`config.mk`:
```
export PLATFORM = sky130hd
export DESIGN_NAME = seq_right_shifter
export DESIGN_NICKNAME = d
export VERILOG_FILES = /design/src/rtl/seq_right_shifter.sv
export SDC_FILE = /design/constraint.sdc
export NUM_CORES = 1
export LEC_CHECK = 0
export ABC_AREA = 1
export CAP_MARGIN = 20
export CORE_MARGIN = 8
export CORE_UTILIZATION = 30
export DETAILED_ROUTE_END_ITERATION = 12
export DONT_BUFFER_PORTS = 1
export PLACE_DENSITY = 0.44
export SLEW_MARGIN = 20
export SYNTH_ARGS = -nofsm -noshare
export SYNTH_HDL_FRONTEND = slang
export SYNTH_SLANG_ARGS = --single-unit
```
`constraint.sdc`:
```
create_clock -name CLK -period 1.75 [get_ports CLK]
set_clock_uncertainty 0.2 [all_clocks]
set_input_delay 0.175 -clock CLK [delete_from_list [all_inputs] [get_ports CLK]]
set_output_delay 0.175 -clock CLK [all_outputs]
set_load 0.005 [all_outputs]
```
`src/rtl/seq_right_shifter.sv`:
```
// rtl/seq_right_shifter.sv - multi-cycle right shifter, one bit position per clock
// Logical or arithmetic mode, started/completed with a START/DONE handshake.
module seq_right_shifter #(
    parameter int WIDTH   = 16,
    parameter int SHAMT_W = 4
) (
    input  logic               CLK,
    input  logic               RESET,
    input  logic               START,
    input  logic [WIDTH-1:0]   DATA_IN,
    input  logic [SHAMT_W-1:0] SHAMT,
    input  logic               ARITH,
    output logic               BUSY,
    output logic               DONE,
    output logic [WIDTH-1:0]   DATA_OUT
);

    typedef enum logic [1:0] {
        IDLE  = 2'd0,
        SHIFT = 2'd1,
        FIN   = 2'd2
    } state_t;

    state_t             state_q;
    state_t             state_d;
    logic [WIDTH-1:0]   work_q;
    logic [SHAMT_W-1:0] count_q;
    logic               mode_q;
    logic [WIDTH-1:0]   data_out_q;
    logic               accept;
    logic               last_step;
    logic [WIDTH-1:0]   shifted;

    assign accept    = START && (state_q == IDLE || state_q == FIN);
    assign last_step = (state_q == SHIFT) && (count_q == SHAMT_W'(1));
    // work_q[MSB] never changes in arithmetic mode, so it stays the latched sign bit
    assign shifted   = {mode_q & work_q[WIDTH-1], work_q[WIDTH-1:1]};

    always_ff @(posedge CLK) begin
        if (RESET) begin
            state_q <= IDLE;
        end else begin
            state_q <= state_d;
        end
    end

    always_comb begin
        state_d = state_q;
        case (state_q)
            IDLE, FIN: begin
                if (START) begin
                    state_d = (SHAMT == '0) ? FIN : SHIFT;
                end else begin
                    state_d = IDLE;
                end
            end
            SHIFT: begin
                if (count_q == SHAMT_W'(1)) begin
                    state_d = FIN;
                end
            end
            default: state_d = IDLE;
        endcase
    end

    always_comb begin
        BUSY = (state_q == SHIFT);
        DONE = (state_q == FIN);
    end

    always_ff @(posedge CLK) begin
        if (RESET) begin
            work_q     <= '0;
            count_q    <= '0;
            mode_q     <= 1'b0;
            data_out_q <= '0;
        end else if (accept) begin
            work_q  <= DATA_IN;
            count_q <= SHAMT;
            mode_q  <= ARITH;
            if (SHAMT == '0) begin
                data_out_q <= DATA_IN;
            end
        end else if (state_q == SHIFT) begin
            work_q  <= shifted;
            count_q <= count_q - SHAMT_W'(1);
            if (last_step) begin
                data_out_q <= shifted;
            end
        end
    end

    assign DATA_OUT = data_out_q;

endmodule

```
==> results.tsv, run 1 <==
metric	value	unit
Placed Area	1920	um^2
core region area	5890	um^2
ANT cells	0	
CTS root buffer	clkbuf_8	
Max-Cap Viols	0	
Initial Util	0.310	
CTS buffer count	5	
Synth Warn #	0	
Routed WL per cell	13.6	um
maximum vdd drop	377	uV
share of cells above drive strength 1	0.0822	
Synth cell types	20	
Placer Congestion	0.823	
Crit Path Class	reg2reg	
R2R depth	5	
synthesis-to-layout area growth	22.6	%
largest family of logic cells by synthesized area	simple AND/OR/NAND/NOR gates	
first-pass iteration count of the detailed router	4	
Synth Area in Compound Gates	0.114	
CP Capture Type	register	
CP max stage delay	380	ps
global-route wire length before repair	7870	um
Rel. slew slack	0.814	
worst path cell trace	ha_1, nand3_4, buf_12, a21oi_1, nor2_1	
# port buffers	0	
register area share after synthesis	0.417	
final net count	317	
GRT Max-Usage Layer	met2	
Worst-Margin Slew	279	ps
max-slew violation count	0	
Mapped Area	1820	um^2
CTS tree	done	
initial DRC count	109	
# setup viols final	0	
vias in the first global route	1498	
H-tree levels	2	
simple-gate share of the synthesized area	0.377	
met3 Usage GRT	0.0376	
Reg clk slew, reported paths	80	ps
total wire length	4970	um
unrepaired setup endpoints after global routing	no	
Worst R2R Setup Slack	160	ps
clock sink total	38	
Mapped Cells	266	
via count	1700	
final core utilization	0.380	
Final ANT Viol Nets	0	
hold_ws	4.67	ps
Tcrit/Tclk final	0.907	
min-delay worst type	in2reg	
fmax	630	MHz
Post-Synth XOR/XNOR Area	0	
overall routing resource usage	0.114	
Req. time, crit path	1740	ps
final hold viol count	0	
Syn Area/Cell	6.86	um^2
Final TNS setup	0	ps
global route overflow	0	
die area	8830	um^2
P per Cell Area	899	nW/um^2
clk_lat worst skew	290	ps
CP Launch Type	register	
Worst Hold Path EP	state_q[0]	
multiplexer area fraction after synthesis	0	
largest net degree at the start of global routing	33	
Worst R2R End	DATA_OUT[9]	
Row Count	28	
slowest CP cell	dfxtp_1	
cell count of the worst hold path	3	
drc violations	0	
met2 Usage GRT	0.161	
Adder-Cell Fraction of Synth Area	0.0137	
post-route design area	2240	um^2
leakage power	1.05	nW
Synth Net Count	292	
dpl hpwl	3370	um
#FFs+latches synth	38	
Hold Crit Start	SHAMT[3]	
initial antenna violation count	0	
met1 usage	0.157	
die height	94.0	um
Via-to-Cell Ratio	4.63	
run status	finished, final reports clean	
Worst Path Max Fanout	20	
min Tclk post-route	1590	ps
filler cell count	649	
Critical Path AT	1580	ps
Clock Tree Buf Depth	2	
worst flop-to-flop path startpoint	count_q[0]	
Die Width	94.0	um
IO Pins	42	
[synthesized netlist by cell type, drive strengths merged]
master,number,area share
nand3,8,0.029
nand3b,16,0.066
clkbuf,2,0.0048
o21a,1,0.0041
inv,12,0.025
a21oi,23,0.063
dfxtp,38,0.42
o21ai,17,0.047
nor2,54,0.12
buf,13,0.049
ha,2,0.014
nand2,80,0.17
[layout by cell type (no fill, tap or decap)]
cell,count
nand2_1,79
nor2_1,52
dfxtp_1,38
a21oi_1,23
dlygate4sd3_1,23
o21ai_0,17
nand3b_1,16
inv_1,9
buf_4,8
nand3_1,7
clkbuf_8,5
inv_2,3
ha_1,2
buf_12,2
nor2_4,1
nor2_2,1
nand3_4,1
nand2_2,1
o21a_1,1
clkbuf_1,1
clkinv_4,1
clkinv_2,1
[flip-flops by register name, summed over array words and instances (netlist names)]
signal,flops
state_q,2
DATA_OUT,16
work_q,15
count_q,4
mode_q,1
[layer usage]
metal	part of all wire	wire (um)
met5	0	0
met4	0.019	95
met3	0.053	262
met2	0.42	2110
met1	0.50	2500
[cells by family after synthesis]
logic type	Yosys count
fa+ha+maj	2
flops	38
compound gates	41
simple gates	158
buf+inv	27
[worst max path at each step]
| stage | startpoint | to | slack [ps] | cells past startpoint |
|---|---|---|---|---|
| after CTS | state_q[0] | work_q[7] | 170 | 6 |
| after floorplan | state_q[0] | DATA_OUT[1] | 420 | 6 |
| after global routing | state_q[0] | work_q[7] | 20 | 6 |
| after global placement | count_q[1] | DATA_OUT[11] | 220 | 6 |
| final | count_q[0] | DATA_OUT[9] | 160 | 5 |
| after detailed placement | count_q[0] | DATA_OUT[9] | 190 | 5 |
[per-stage QoR]
| stage | instances | worst slack (ps) | total power, mW |
|---|---|---|---|
| after global placement | 336 | 217 | 1.38 |
| final | 367 | 162 | 2.01 |
| after floorplan | 266 | 422 | 1.29 |
| after CTS | 367 | 171 | 2.04 |
| after global routing | 367 | 23.7 | 2.13 |
| after detailed placement | 336 | 187 | 1.38 |
[final cells by class]
| class | instances | area [um^2] | share of cell area |
|---|---|---|---|
| Clock inverter | 2 | 13.8 | 0.00615 |
| Clock buffer | 6 | 72.6 | 0.0324 |
| Tap cell | 75 | 93.8 | 0.0419 |
| Timing Repair Buffer | 33 | 330 | 0.148 |
| Multi-Input combinational cell | 201 | 921 | 0.412 |
| Sequential cell | 38 | 761 | 0.340 |
| Inverter | 12 | 45.0 | 0.0201 |
[where the power goes]
part	internal [mW]	switching [mW]
clock	0.281	0.330
combinational	0.171	0.238
sequential	0.944	0.0486
total	1.40	0.616
[timing repair]
item,in CTS,in global routing
hold buffers,23,0
resized for setup,0,0
hold endpoints to repair,35,0
buffers inserted,0,0
[worst max-delay path: cells and delay by family (launching register included)]
family          cells  cell delay, ps
compound gates      1             180
simple gates        2             270
flops               1             380
buf+inv             1             220
fa+ha+maj           1             230
Power figures use the tool's default switching activity.
==> run 2: changes to the inputs <==
Settings changed: PLACE_DENSITY 0.44 to default, PLACE_DENSITY_LB_ADDON from default to 0.3.
==> results.tsv, run 2 (synthesized netlist as in run 1, its figures left out) <==
metric	value	unit	change
# port buffers	0		unchanged
Placer Congestion	0.802		-2.6%
CP Capture Type	register		
die height	94.0	um	unchanged
IO Pins	42		unchanged
Row Count	28		unchanged
Crit Path Class	reg2reg		
dpl hpwl	3240	um	-3.9%
Post CTS Setup Buffer Count	0		unchanged
die area	8830	um^2	unchanged
Post-Place Cells	331		-1.5%
ANT cells	0		unchanged
cell count of the worst hold path	3		unchanged
Initial Util	0.310		unchanged
share of cells above drive strength 1	0.0732		-0.00902
delay-heaviest family, CP	simple AND/OR/NAND/NOR gates		
Die Width	94.0	um	unchanged
WP buf/inv	1		unchanged
clk_lat worst skew	290	ps	about the same
Worst Hold Path EP	state_q[0]		
footprint of the multi-input gates	933	um^2	+1.4%
Rel. slew slack	0.776		-0.0376
post-route design area	2190	um^2	-2.0%
worst flop-to-flop path startpoint	state_q[0]		
pre-CTS setup slack	130	ps	-56.4 ps
Reg area	761	um^2	unchanged
vias in the first global route	1640		+9.5%
worst setup margin	100	ps	-62.3 ps
H-tree levels	2		unchanged
filler cell count	646		-0.46%
fmax	606	MHz	-3.8%
max reg flops	16		unchanged
Req. time, crit path	1740	ps	about the same
largest net degree at the start of global routing	33		unchanged
Worst Path Max Fanout	16		-20%
Via-to-Cell Ratio	4.64		+0.19%
commonest non-fill, non-tap cell in the layout	nand2_1		
Worst-Margin Slew	335	ps	+56.4 ps
Routed WL per cell	13.8	um	+1.5%
Tcrit/Tclk final	0.943		+0.0356
global route overflow	0		unchanged
Final Instance Count excl. Fillers	362		-1.4%
P per Cell Area	903	nW/um^2	+0.43%
maximum vdd drop	260	uV	-31%
CP Launch Type	register		
hold_ws	97.0	ps	+92.3 ps
CTS tree	done		
max-slew violation count	0		unchanged
run status	finished, final reports clean		
CTS buffer count	5		unchanged
Placed Area	1870	um^2	-2.6%
initial antenna violation count	0		unchanged
Worst R2R End	DATA_OUT[6]		
global-route wire length before repair	7860	um	-0.17%
Final TNS setup	0	ps	unchanged
min Tclk post-route	1650	ps	+62.3 ps
initial DRC count	103		-5.5%
min-delay worst type	in2reg		
Max-Cap Viols	0		unchanged
clock sink total	38		unchanged
most frequent cells in the layout	nand2_1, nor2_1, dfxtp_1, a21oi_1, dlygate4sd3_1		
Critical Path AT	1640	ps	+60 ps
total wire length	4980	um	+0.16%
Clock Tree Buf Depth	2		unchanged
CTS root buffer	clkbuf_8		
worst path cell trace	inv_2, nor2_4, nand3_2, a21oi_1, nor2_1		
Reg clk slew, reported paths	80	ps	about the same
# setup viols final	0		unchanged
via count	1680		-1.2%
core region area	5890	um^2	unchanged
leakage power	1.02	nW	-2.9%
slowest CP cell	dfxtp_1		
Worst R2R Setup Slack	100	ps	-60 ps
Final ANT Viol Nets	0		unchanged
first-pass iteration count of the detailed router	4		unchanged
final hold viol count	0		unchanged
final net count	313		-1.3%
Hold Crit Start	START		
overall routing resource usage	0.113		-0.00112
synthesis-to-layout area growth	20.2	%	
drc violations	0		unchanged
R2R depth	5		unchanged
CP max stage delay	400	ps	+20 ps
## run 2: per-stage QoR
stage	power, mW	utilization
3_5_place_dp	1.36	0.318
5_1_grt	2.10	0.372
3_3_place_gp	1.36	0.318
2_1_floorplan	1.29	-
4_1_cts	1.99	0.370
6_report	1.98	0.372
## run 2: worst register-to-register path, delay by kind of cell (launching register included)
kind	cells	cell delay, ps
AND/OR/NAND/NOR	3	620
flip-flops	1	400
AO/OA/AOI/OAI	1	260
buffers and inverters	1	80
## run 2: report_power, final
part           leakage [nW]  switching, mW  internal (mW)  total [mW]
logic                 0.665          0.246          0.160       0.406
registers             0.312         0.0496          0.944       0.993
clock network        0.0438          0.313          0.268       0.580
## run 2: layer usage
metal | track usage | up-vias | part of all wire | wire (um)
li1 | - | 888 | - | -
met1 | 0.140 | 752 | 0.46 | 2300
met2 | 0.170 | 32 | 0.45 | 2260
met3 | 0.0400 | 8 | 0.062 | 311
met4 | 0.0528 | 0 | 0.020 | 102
met5 | 0 | - | 0 | 0
## run 2: final cells by class
class	instances	share of cell area
repair buffers	28	0.128
multi-input cells	202	0.426
clock inverters	2	0.00457
flip-flops and latches	38	0.347
clock buffers	5	0.0314
well taps	75	0.0428
inverters	12	0.0205
## run 2: what timing repair did
item	in CTS	in global routing
setup endpoints to repair	0	5
hold buffers	23	0
hold endpoints to repair	37	0
resized for setup	0	1
## run 2: worst max-delay path by stage
stage | startpoint | endpoint | depth (start not counted)
floorplan | state_q[0] | DATA_OUT[1] | 6
global placement | state_q[0] | DATA_OUT[15] | 7
detailed placement | state_q[0] | DATA_OUT[2] | 5
CTS | state_q[0] | DATA_OUT[2] | 5
global route | state_q[0] | DATA_OUT[5] | 6
finish | state_q[0] | DATA_OUT[6] | 5
==> run 3: changes to the inputs <==
Settings changed: ABC_AREA 1 to default.
==> results.tsv, run 3 <==
metric	value	unit	change
Row Count	28		unchanged
Synth Flop Type	dfxtp_1		
max-slew violation count	0		unchanged
die area	8680	um^2	-1.8%
Synth Net Count	199		-32%
Initial Util	0.305		-0.00477
H-tree levels	2		unchanged
Req. time, crit path	1370	ps	-370 ps
Placer Congestion	0.692		-14%
Worst-Margin Slew	324	ps	-11.2 ps
#FFs+latches synth	38		unchanged
# setup viols final	0		unchanged
Synth cell types	31		+55%
initial DRC count	116		+13%
unrepaired setup endpoints after global routing	no		
Synth Warn #	0		unchanged
Clock Tree Buf Depth	2		unchanged
Via-to-Cell Ratio	5.45		+17%
top cell type's share of synthesized area	0.426		+0.00906
CP Launch Type	register		
via count	1416		-16%
Async SR Flop Fraction	0		unchanged
dpl hpwl	3160	um	-2.5%
largest net degree at the start of global routing	39		+18%
overall routing resource usage	0.112		-0.000654
Mapped Cells	173		-35%
Critical Path AT	1250	ps	-390 ps
top-count cell post-synth	dfxtp_1		
CTS buffer count	5		unchanged
dominant cells by area after synthesis	dfxtp_1, a211oi_1, a221oi_1		
largest area contributor in the netlist	dfxtp_1		
global route overflow	0		unchanged
global-route wire length before repair	7690	um	-2.2%
min-delay worst type	in2reg		
cell count of the worst hold path	2		-1
R2R depth	6		+1
Max-Cap Viols	0		unchanged
max reg flops	16		unchanged
IO Pins	42		unchanged
clk_lat worst skew	290	ps	about the same
Rel. slew slack	0.784		+0.00717
Synth top cells by count	dfxtp_1, a211oi_1, a221oi_1, nor3_1, mux2i_1		
CP Capture Type	primary output		
final net count	210		-33%
maximum vdd drop	300	uV	+15%
Syn Area/Cell	10.3	um^2	+50%
initial antenna violation count	0		unchanged
filler cell count	589		-8.8%
first-pass iteration count of the detailed router	4		unchanged
vias in the first global route	1412		-14%
total wire length	4670	um	-6.3%
Die Width	93.1	um	-0.89%
P per Cell Area	985	nW/um^2	+9.1%
Tcrit/Tclk final	0.926		-0.0167
Crit Path Class	reg2out		
# port buffers	0		unchanged
register area share after synthesis	0.426		+0.00906
footprint of the multi-input gates	906	um^2	-2.9%
Reg clk slew, reported paths	80	ps	about the same
synthesis-to-layout area growth	18.5	%	
ANT cells	0		unchanged
total power	2.08	mW	+5.3%
final hold viol count	0		unchanged
Post-synth EDFFs	0		unchanged
die height	93.1	um	-0.89%
Final TNS setup	0	ps	unchanged
Final ANT Viol Nets	0		unchanged
fmax	617	MHz	+1.8%
Reg area	762	um^2	+0.16%
min Tclk post-route	1620	ps	-29.2 ps
most frequent cells in the layout	dfxtp_1, a211oi_1, a221oi_1, nor3_1, mux2i_1		
Mapped Area	1790	um^2	-2.1%
core region area	5850	um^2	-0.60%
clock sink total	38		unchanged
CTS root buffer	clkbuf_8		
drc violations	0		unchanged
CTS tree	done		
leakage power	0.725	nW	-29%
Routed WL per cell	18.0	um	+30%
Worst Path Max Fanout	15		-1
run status	finished, final reports clean		
commonest non-fill, non-tap cell in the layout	dfxtp_1		
share of cells above drive strength 1	0.205		+0.132
run 3: cell count changes in the layout (fill, tap and decap cells not counted), sizes merged, moves of 16 or more:
cell and change:
nand2 -75, o21ai -17, a21oi -19, nor3 +16, a211oi +30, a221oi +16
nor2 -53
run 3: repair_timing:
item,CTS,global route
endpoints found under the hold margin,38,0
hold buffers,10,0
endpoints found under the setup margin,0,1
buffers inserted,0,0
resized for setup,0,3
run 3: area by class of cell:
cell class | instances | area share
clock inverter | 2 | 0.00591
inverter | 4 | 0.00710
timing repair buffer | 24 | 0.115
sequential | 38 | 0.360
tap | 75 | 0.0444
clock buffer | 6 | 0.0390
multi-input combinational | 111 | 0.428
run 3: per-stage QoR:
stage          instance area (um^2)  hold WS, ps   util  std cells  worst slack, ps
2_1_floorplan                  1790          111      -        173             69.9
3_3_place_gp                   1900         46.1  0.325        242              105
3_5_place_dp                   1900         47.1  0.325        242              124
4_1_cts                        2100         6.59  0.360        260              117
5_1_grt                        2120         4.88  0.362        260             16.3
6_report                       2120         11.6  0.362        260              129
run 3: worst paths after layout:
kind | from | endpoint | slack, ps
setup / recovery | state_q[0] | BUSY | 130
hold / removal | DATA_IN[10] | DATA_OUT[10] | 10
setup reg to reg | count_q[1] | DATA_OUT[8] | 130
hold reg to reg | mode_q | mode_q | 270
run 3: kinds of logic (layout without fill, tap and decap cells):
logic type / Yosys count / in the layout / share of synthesized area
and+or+nand+nor: 35 / 35 / 0.119
muxes: 14 / 14 / 0.0785
buffers and inverters: 24 / 36 / 0.0743
adders and majority gates: 2 / 2 / 0.0140
AOI/OAI and AO/OA: 60 / 60 / 0.288
DFF: 38 / 38 / 0.426
run 3: worst max-delay path: stages (launching register included):
cell	delay (ps)
dfxtp_1	450
nand2b_2	150
inv_1	130
buf_4	230
run 3: layer usage:
layer,global-route usage,up-vias,wire [um]
met5,0,-,0
met4,0.0362,0,54
met3,0.0569,6,442
met2,0.163,41,2040
met1,0.139,669,2130
li1,-,700,-
run 3: report_power, final:
| group | switching (mW) | internal [mW] | leakage, nW |
|---|---|---|---|
| Clock | 0.328 | 0.317 | 0.0472 |
| Sequential | 0.0564 | 0.945 | 0.312 |
| Combinational | 0.237 | 0.201 | 0.366 |
